File: config.mk
export PLATFORM = sky130hd
export DESIGN_NAME = vga_fb_writer
export DESIGN_NICKNAME = d
export VERILOG_FILES = /design/src/rtl/vga_pkg.sv /design/src/rtl/fb_bit_merge.sv /design/src/rtl/vga_fb_writer.sv
export SDC_FILE = /design/constraint.sdc
export NUM_CORES = 1
export LEC_CHECK = 0
export CORE_MARGIN = 4
export CORE_UTILIZATION = 50
export CTS_BUF_LIST = sky130_fd_sc_hd__clkbuf_8
export DETAILED_ROUTE_END_ITERATION = 7
export MAX_ROUTING_LAYER = met4
export PLACE_DENSITY = 0.84
export SYNTH_ARGS = -nofsm -noshare
export SYNTH_HDL_FRONTEND = slang
export SYNTH_SLANG_ARGS = --single-unit
File: constraint.sdc
create_clock -name clk -period 2.2 [get_ports clk]
set_input_delay 0.22 -clock clk [delete_from_list [all_inputs] [get_ports clk]]
set_output_delay 0.22 -clock clk [all_outputs]
set_load 0.02 [all_outputs]
File: src/rtl/vga_pkg.sv
// Shared frame-buffer geometry and display timing constants for the VGA path.
// Both the display read side and the pixel write side use these values.
package vga_pkg;

    localparam int FB_W      = 128;
    localparam int FB_H      = 128;
    localparam int FB_WORDS  = 2048;
    localparam int FB_ADDR_W = 11;

    localparam int H_SYNC = 128;
    localparam int H_BACK = 88;
    localparam int V_SYNC = 4;
    localparam int V_BACK = 23;

    localparam int WORD_W = 8;

    function automatic logic [WORD_W-1:0] fill_word(input logic v);
        return {WORD_W{v}};
    endfunction

endpackage

File: src/rtl/fb_bit_merge.sv
// Replaces one bit of a frame-buffer word with a new pixel value.
// Purely combinational.
module fb_bit_merge (
    input  logic [7:0] word,
    input  logic [2:0] idx,
    input  logic       pix_bit,
    output logic [7:0] merged
);

    always_comb begin
        merged      = word;
        merged[idx] = pix_bit;
    end

endmodule

File: src/rtl/vga_fb_writer.sv
// Write side of the 128x128 1-bpp frame buffer: per-pixel read-modify-write
// on 8-bit RAM words, plus a whole-frame clear/set fill.
module vga_fb_writer
    import vga_pkg::*;
#(
    parameter int X_W    = 7,
    parameter int Y_W    = 7,
    parameter int ADDR_W = FB_ADDR_W,
    parameter int WORDS  = FB_WORDS
) (
    input  logic              clk,
    input  logic              rst_n,
    input  logic              pix_valid,
    output logic              pix_ready,
    input  logic [X_W-1:0]    pix_x,
    input  logic [Y_W-1:0]    pix_y,
    input  logic              pix_bit,
    input  logic              fill_req,
    input  logic              fill_val,
    output logic              busy,
    output logic              pix_done,
    output logic [ADDR_W-1:0] ram_addr,
    output logic              ram_we,
    output logic [7:0]        ram_wdata,
    input  logic [7:0]        ram_rdata
);

    typedef enum logic [2:0] {
        S_IDLE,
        S_RD,
        S_WAIT,
        S_MOD,
        S_FILL
    } state_t;

    localparam logic [ADDR_W-1:0] LAST_ADDR = ADDR_W'(WORDS - 1);

    state_t            state;
    state_t            next_state;
    logic              fill_pend;
    logic              fill_val_q;
    logic              fill_run;
    logic [ADDR_W-1:0] fill_addr;
    logic [ADDR_W-1:0] lat_addr;
    logic [2:0]        lat_idx;
    logic              lat_bit;
    logic [7:0]        rd_word;
    logic [7:0]        merged;
    logic              armed;

    fb_bit_merge u_merge (
        .word    (rd_word),
        .idx     (lat_idx),
        .pix_bit (lat_bit),
        .merged  (merged)
    );

    always_ff @(posedge clk or negedge rst_n) begin
        if (!rst_n) begin
            state <= S_IDLE;
        end else begin
            state <= next_state;
        end
    end

    always_comb begin
        next_state = state;
        case (state)
            S_IDLE: begin
                if (fill_req || fill_pend) begin
                    next_state = S_FILL;
                end else if (pix_valid && pix_ready) begin
                    next_state = S_RD;
                end
            end
            S_RD:   next_state = S_WAIT;
            S_WAIT: next_state = S_MOD;
            S_MOD:  next_state = S_IDLE;
            S_FILL: begin
                if (fill_run && (fill_addr == LAST_ADDR) && !fill_req) begin
                    next_state = S_IDLE;
                end
            end
            default: next_state = S_IDLE;
        endcase
    end

    // The first FILL cycle is an entry cycle with no write; the sweep
    // then writes one word per clock, restarting at 0 on a new fill_req.
    always_ff @(posedge clk or negedge rst_n) begin
        if (!rst_n) begin
            armed      <= 1'b0;
            fill_pend  <= 1'b0;
            fill_val_q <= 1'b0;
            fill_run   <= 1'b0;
            fill_addr  <= '0;
            lat_addr   <= '0;
            lat_idx    <= '0;
            lat_bit    <= 1'b0;
            rd_word    <= '0;
        end else begin
            armed <= 1'b1;

            if ((state == S_IDLE) && (next_state == S_RD)) begin
                lat_addr <= {pix_y, pix_x[X_W-1:3]};
                lat_idx  <= pix_x[2:0];
                lat_bit  <= pix_bit;
            end

            if (state == S_WAIT) begin
                rd_word <= ram_rdata;
            end

            if (fill_req) begin
                fill_val_q <= fill_val;
            end

            if ((state == S_IDLE) && (next_state == S_FILL)) begin
                fill_pend <= 1'b0;
            end else if (fill_req && ((state == S_RD) || (state == S_WAIT) || (state == S_MOD))) begin
                fill_pend <= 1'b1;
            end

            if (state != S_FILL) begin
                fill_run  <= 1'b0;
                fill_addr <= '0;
            end else begin
                fill_run <= 1'b1;
                if (fill_req || !fill_run) begin
                    fill_addr <= '0;
                end else begin
                    fill_addr <= fill_addr + 1'b1;
                end
            end
        end
    end

    // pix_ready also drops while fill_req is high so a same-cycle pixel
    // never sees a completed handshake that the fill then discards.
    always_comb begin
        pix_ready = 1'b0;
        pix_done  = 1'b0;
        ram_we    = 1'b0;
        ram_addr  = lat_addr;
        ram_wdata = '0;
        busy      = (state != S_IDLE) || fill_pend;
        case (state)
            S_IDLE: begin
                pix_ready = armed && !fill_pend && !fill_req;
            end
            S_MOD: begin
                ram_we    = 1'b1;
                ram_wdata = merged;
                pix_done  = 1'b1;
            end
            S_FILL: begin
                ram_addr = fill_addr;
                ram_we   = fill_run;
                if (fill_run) begin
                    ram_wdata = fill_word(fill_val_q);
                end
            end
            default: ;
        endcase
    end

endmodule

==> results of run 1 <==
worst max-delay path by stage:
| stage | cells after the start | endpoint |
|---|---|---|
| 6_report | 4 | busy |
| 3_5_place_dp | 4 | ram_wdata[1] |
| 2_1_floorplan | 4 | ram_wdata[0] |
| 3_3_place_gp | 4 | ram_addr[0] |
| 5_1_grt | 4 | pix_done |
| 4_1_cts | 5 | ram_we |
cells in the mapped netlist:
cell      count
dfrtp_1      41
mux2_2       22
mux2_4       13
o21ai_0      11
mux2i_1       8
a21oi_1       7
nor2_1        7
inv_1         6
nand3_1       6
nand2_1       4
nand3b_1      4
o31ai_1       4
or4_1         4
clkbuf_1      3
nor3b_1       3
nand4_1       2
nor3_4        2
or3_1         2
xnor2_1       2
xor2_1        2
a211oi_1      1
and2b_2       1
and3_1        1
and3_2        1
buf_1         1
buf_12        1
buf_2         1
buf_4         1
buf_6         1
conb_1        1
ha_1          1
nand2_8       1
nand3_4       1
nand4_4       1
nor3_1        1
nor3b_4       1
nor4_1        1
o21ai_1       1
or2b_1        1
registers in the layout (all words and copies together), names as in the netlist, 3 cells and up:
signal and count:
lat_addr 11, state 3, lat_idx 3, rd_word 8, fill_addr 11
routing by layer:
metal | up-vias | global-route usage (%) | routed length [um]
li1 | 734 | - | -
met3 | 13 | 3.97 | 185
met5 | - | - | 0
met1 | 737 | 22.2 | 1940
met2 | 40 | 28.2 | 2170
met4 | 0 | 8.45 | 140
worst max-delay path: cells and delay by family (launching register included):
kind          cells  cell delay (ps)
buf+inv           2              710
flops             1              410
simple gates      2              470
repair_timing:
action                                  4_1_cts  5_1_grt
hold endpoints to repair                      0        0
resized for setup                            19        2
pin swaps                                     1        0
hold buffers                                  0        0
setup buffers                                 1        0
cloned                                        0        0
endpoints found under the setup margin       21        2
kinds of logic (layout without fill, tap and decap cells):
logic type                 after synthesis  in the layout
xor gates and xnor gates                 4              4
and+or+nand+nor                         44             44
other                                    1              1
buffers and inverters                   14             70
DFF                                     41             41
adders and majority gates                1              1
muxes                                   43             43
AOI/OAI and AO/OA                       24             24
power by group through the flow:
stage | Combinational [mW] | Clock [mW] | Sequential (mW)
floorplan | 0.808 | 0 | 1.04
global placement | 1.10 | 0 | 1.14
detailed placement | 1.13 | 0 | 1.15
CTS | 1.07 | 0.546 | 1.14
global route | 1.15 | 0.575 | 1.17
finish | 1.06 | 0.534 | 1.15
per-stage QoR:
| step | hold WS [ps] | power (mW) | instance area, sq um | setup WS [ps] |
|---|---|---|---|---|
| floorplan | -75.6 | 1.85 | 2140 | 552 |
| global placement | 394 | 2.24 | 2690 | 293 |
| detailed placement | 399 | 2.28 | 2690 | 224 |
| CTS | 75.0 | 2.76 | 2780 | 35.5 |
| global route | 137 | 2.89 | 2790 | 12.2 |
| finish | 56.3 | 2.74 | 2790 | 115 |
placed cells by master (no fill, tap or decap), types with 2 or more instances in the layout:
| master | count |
|---|---|
| a21oi_1 | 7 |
| buf_4 | 5 |
| clkbuf_8 | 7 |
| clkdlybuf4s50_1 | 29 |
| dfrtp_1 | 41 |
| dlygate4sd2_1 | 19 |
| inv_1 | 6 |
| mux2_2 | 22 |
| mux2_4 | 13 |
| mux2i_1 | 8 |
| nand2_1 | 4 |
| nand3_1 | 6 |
| nand3b_1 | 4 |
| nand4_1 | 2 |
| nor2_1 | 7 |
| nor3_4 | 2 |
| nor3b_1 | 2 |
| o21ai_0 | 11 |
| o31ai_1 | 4 |
| or3_1 | 2 |
| or4_1 | 4 |
| xnor2_1 | 2 |
| xor2_1 | 2 |
cell type report:
class	instances	area (sq um)	area share, %
clock buffers	7	96.3	3.46
well taps	50	62.6	2.25
inverters	6	22.5	0.808
clock inverters	1	5.00	0.180
flip-flops and latches	41	1030	36.8
multi-input cells	117	1040	37.4
repair buffers	56	532	19.1
==> flow_summary.ini, run 1 <==
[clocking]
clock_sinks = 41
numCtsBuffers = 5
htreeDepth = 2
clkLatencyLatePin_ps = 290
cts_tree = yes
root_buffer = clkbuf_8
path_clk_slew_ps = 70
clock_path_buffers = 2

[placed_design]
gp_congestion = 0.805
io_buffers = 50
dp.cells = 269
dp_hpwl_um = 3240

[yosys]
yosysSeqAreaShare_pct = 47.8
ys_ff_latch = 41
syn_area_sq_um = 2140
synth_cell_types = 39
syn-num-nets = 201
synthAdderAreaFrac_pct = 0.583
synth_xor_area_share_pct = 1.63
yosysTopAreaCellShare_pct = 47.8
syn_inst = 172
synthMuxAreaShare_pct = 24.4
synth-compound-area-share_pct = 6.18
yosys.area.top_type = dfrtp_1
synth-simple-area-share_pct = 15.4
synth_top_family_by_area = multiplexers
synthTopCellsByArea = dfrtp_1 48%, mux2_2 12%, mux2_4 9.1%, mux2i_1 3.7%, o21ai_0 2.6%
avgSynthCellArea_sq_um = 12.5
yosysWarnings = 0

[floorplanning]
dieWidth_um = 73.5
die_area_sq_um = 5400
coreArea_sq_um = 4090
fp.dieH_um = 73.5
fp-row-count = 23
pin_count = 51
start_util_pct = 52.5

[timing]
rsz0062_at_grt = false
slew_headroom_pct = 40.6
hold_viol = 0
finalSetupViolations = 0
fin_skew_ps = 8.77
tns_ps = 0
max_freq_mhz = 480
finalCritPeriodShare_pct = 94.8
slew_violations = 0
period_needed_ps = 2090
worstMarginPinSlew_ps = 890

[critical_path]
r2r_end = state[0]$_DFF_PN0_
crit_type = flip-flop to output pin
cp-startpoint = state[2]$_DFF_PN0_
path_max_fanout = 4
cp-start-kind = flip-flop
cpMaxStageDelayCell = clkdlybuf4s50_1
required_ps = 1980
critPathMaxStageDelay_ps = 540
path_cells = buf_4, nor3_4, or2b_1, clkdlybuf4s50_1
rr_startpoint = state[2]$_DFF_PN0_
end_kind = output pin
ff2ff_path_depth = 5
r2r_slack_ps = 340
crit_arrival_ps = 1870

[finish]
area_growth_pct = 29.9
drive_above_1_share_pct = 25.9
antenna_cells = 0
n_fill_cell = 326
nets = 256
final_util_pct = 68.2
stdcell_count = 278

[grt]
antenna_found_initial = 0
grt_max_degree = 42
grt_overflow = 0
grt_pass1_vias = 1510
grt_pass1_wl_um = 7250
grt_util_all_layers_pct = 18.1

[route]
vias = 1524
viasPerCell = 5.48
wl_per_cell_um = 16.0
postRouteAntennaNets = 0
drc = 0
drt_iter0_markers = 110
firstDrtPassIters = 4
wl_um = 4440

[pwr]
internal_power_mw = 1.79
p_per_area_nw_per_um2 = 984
combinationalPowerShare_pct = 38.7
p_seq_share_pct = 41.9
p_leak_nw = 1.33
p_clk_share_pct = 19.5
vdd_drop_max_mv = 0.709
power_switching_uw = 949
switching_share_pct = 34.6

[run]
maxCapViolations = 0

[run_status]
status = finished, final reports clean

[worst_hold_path]
hp-class = primary input to async pin
(Power assumes the default switching activity.)
==> run 2, diff against run 1 <==
Settings changed: CAP_MARGIN set to 20.
==> results of run 2 <==
No change in the layout: final DEF, timing and power equal those of run 1.
==> run 3, diff against run 2 <==
Settings changed: CTS_CLUSTER_DIAMETER set to 100, GPL_TIMING_DRIVEN set to 0.
==> run 3 against run 2 <==
Compared with the run above:
- global-route usage rose by 1.3 points
- sequential share of layout area rose by 0.23 points
- wire length rose by 0.97%
- sequential power fell by 4%
==> flow_summary.ini, run 3 (same netlist as run 1, synthesis figures left out) <==
[timing]
max_freq_mhz = 468
slew_headroom_pct = 40.7
slew_violations = 0
fin_skew_ps = 3.62
period_needed_ps = 2130
finalSetupViolations = 0
setup_slack_ps = 65.1
finalCritPeriodShare_pct = 97.0
hold_viol = 0
worstMarginPinSlew_ps = 889

[floorplanning]
fp.dieH_um = 73.5
start_util_pct = 52.5
pin_count = 51
die_area_sq_um = 5400
coreArea_sq_um = 4090
dieWidth_um = 73.5
fp-row-count = 23

[grt]
grt_pass1_vias = 1587
grt_pass1_wl_um = 7580
grt_max_degree = 42
grt_overflow = 0
antenna_found_initial = 0
grt_util_all_layers_pct = 19.3

[critical_path]
path_cells = buf_6, nor3b_4, buf_4, buf_6, mux2_2, clkbuf_2
crit_arrival_ps = 1910
critPathMaxStageDelay_ps = 380
cpMaxStageDelayCell = dfrtp_1
rr_startpoint = state[1]$_DFF_PN0_
cp_common_cell = buf_6
cp-startpoint = state[0]$_DFF_PN0_
r2r_slack_ps = 510
end_kind = output pin
required_ps = 1980
path_max_fanout = 6
r2r_end = lat_addr[7]$_DFFE_PN0P_
ff2ff_path_depth = 4
crit_type = flip-flop to output pin
cp-start-kind = flip-flop
cp-endpoint = ram_addr[1]

[route]
postRouteAntennaNets = 0
drt_iter0_markers = 121
vias = 1548
wl_um = 4480
firstDrtPassIters = 4
drc = 0
wl_per_cell_um = 15.9
viasPerCell = 5.51

[finish]
drive_above_1_share_pct = 29.0
layout_common_cells = 40 x dfrtp_1, 29 x clkdlybuf4s50_1, 22 x mux2_2
antenna_cells = 0
nets = 260
reg_top3 = fill_addr x11, lat_addr x11, rd_word x8
area_growth_pct = 29.3
stdcell_count = 281
layout_commonest_cell = dfrtp_1

[pwr]
internal_power_mw = 1.76
p_leak_nw = 1.29
combinationalPowerShare_pct = 41.0
power_switching_uw = 944
vdd_drop_max_mv = 0.626
p_clk_share_pct = 18.2
p_seq_share_pct = 40.8
switching_share_pct = 34.9
p_per_area_nw_per_um2 = 977

[clocking]
path_clk_slew_ps = 70
clock_sinks = 41
clock_path_buffers = 2
cts_tree = yes
ctsHoldBuffers = 0
root_buffer = clkbuf_8
numCtsBuffers = 5
htreeDepth = 2
clkLatencyLatePin_ps = 300

[run]
maxCapViolations = 0

[placed_design]
io_buffers = 50
gp_congestion = 0.783
dp.cells = 272
dp_hpwl_um = 3200
post-place-ws_ps = -133

[run_status]
status = finished, final reports clean

[worst_hold_path]
hp-class = primary input to async pin
run 3: cell types whose count changed in the layout (fill, tap and decap cells not counted), sizes merged:
cell | before | now
clkbuf | 7 | 14
inv | 6 | 7
clkdlybuf4s15 | 0 | 6
buf | 7 | 11
clkinv | 1 | 0
dlymetal6s2s | 1 | 0
dlygate4sd2 | 19 | 6
run 3: what timing repair did:
item,4_1_cts,5_1_grt
setup buffers,2,2
setup endpoints to repair,20,21
pin swaps,0,2
resized for setup,22,25
gates cloned,0,0
run 3: worst max-delay path: cells and delay by family (launching register included):
| family | cells | cell delay, ps |
|---|---|---|
| buf+inv | 4 | 600 |
| flops | 1 | 380 |
| mux | 1 | 330 |
| simple gates | 1 | 300 |
run 3: area by class of cell:
type | instances | area (sq um)
inverter | 6 | 22.5
fill | 315 | 1310
sequential | 41 | 1030
multi-input combinational | 117 | 1040
clock inverter | 1 | 3.75
tap | 50 | 62.6
timing repair buffer | 54 | 482
clock buffer | 6 | 82.6
buffer | 6 | 55.1
run 3: stage by stage:
step	power (mW)	TNS [ps]	area (sq um)	utilization, %	hold slack [ps]
after floorplan	1.85	0	2140	-	-75.6
after global placement	2.25	-5760	2710	66.3	484
after detailed placement	2.28	-1340	2700	66.1	396
after CTS	2.72	0	2780	68.1	66.6
after global routing	2.87	-2.07	2770	67.9	112
final	2.71	0	2770	67.9	41.7
run 3: worst min path at each step:
stage                                    endpoint  slack [ps]  depth (start not counted)
final                     lat_addr[2]$_DFFE_PN0P_          40                          1
after global routing      lat_addr[1]$_DFFE_PN0P_         110                          1
after CTS                 lat_addr[2]$_DFFE_PN0P_          70                          1
after detailed placement  lat_addr[2]$_DFFE_PN0P_         400                          1
after global placement    lat_addr[1]$_DFFE_PN0P_         480                          1
after floorplan                   armed$_DFF_PN0_         -80                          0
run 3: power by group through the flow:
stage          registers, mW  logic (mW)  clock network (mW)
6_report                1.10        1.11               0.493
3_5_place_dp            1.08        1.21                   0
2_1_floorplan           1.04       0.808                   0
3_3_place_gp            1.07        1.19                   0
5_1_grt                 1.14        1.20               0.536
4_1_cts                 1.07        1.15               0.505
run 3: routing by layer:
metal / share of wire [%] / track usage, %
met1: 43 / 23.4
met2: 52 / 31.1
met3: 4.0 / 4.92
met4: 1.6 / 7.24
met5: 0 / -
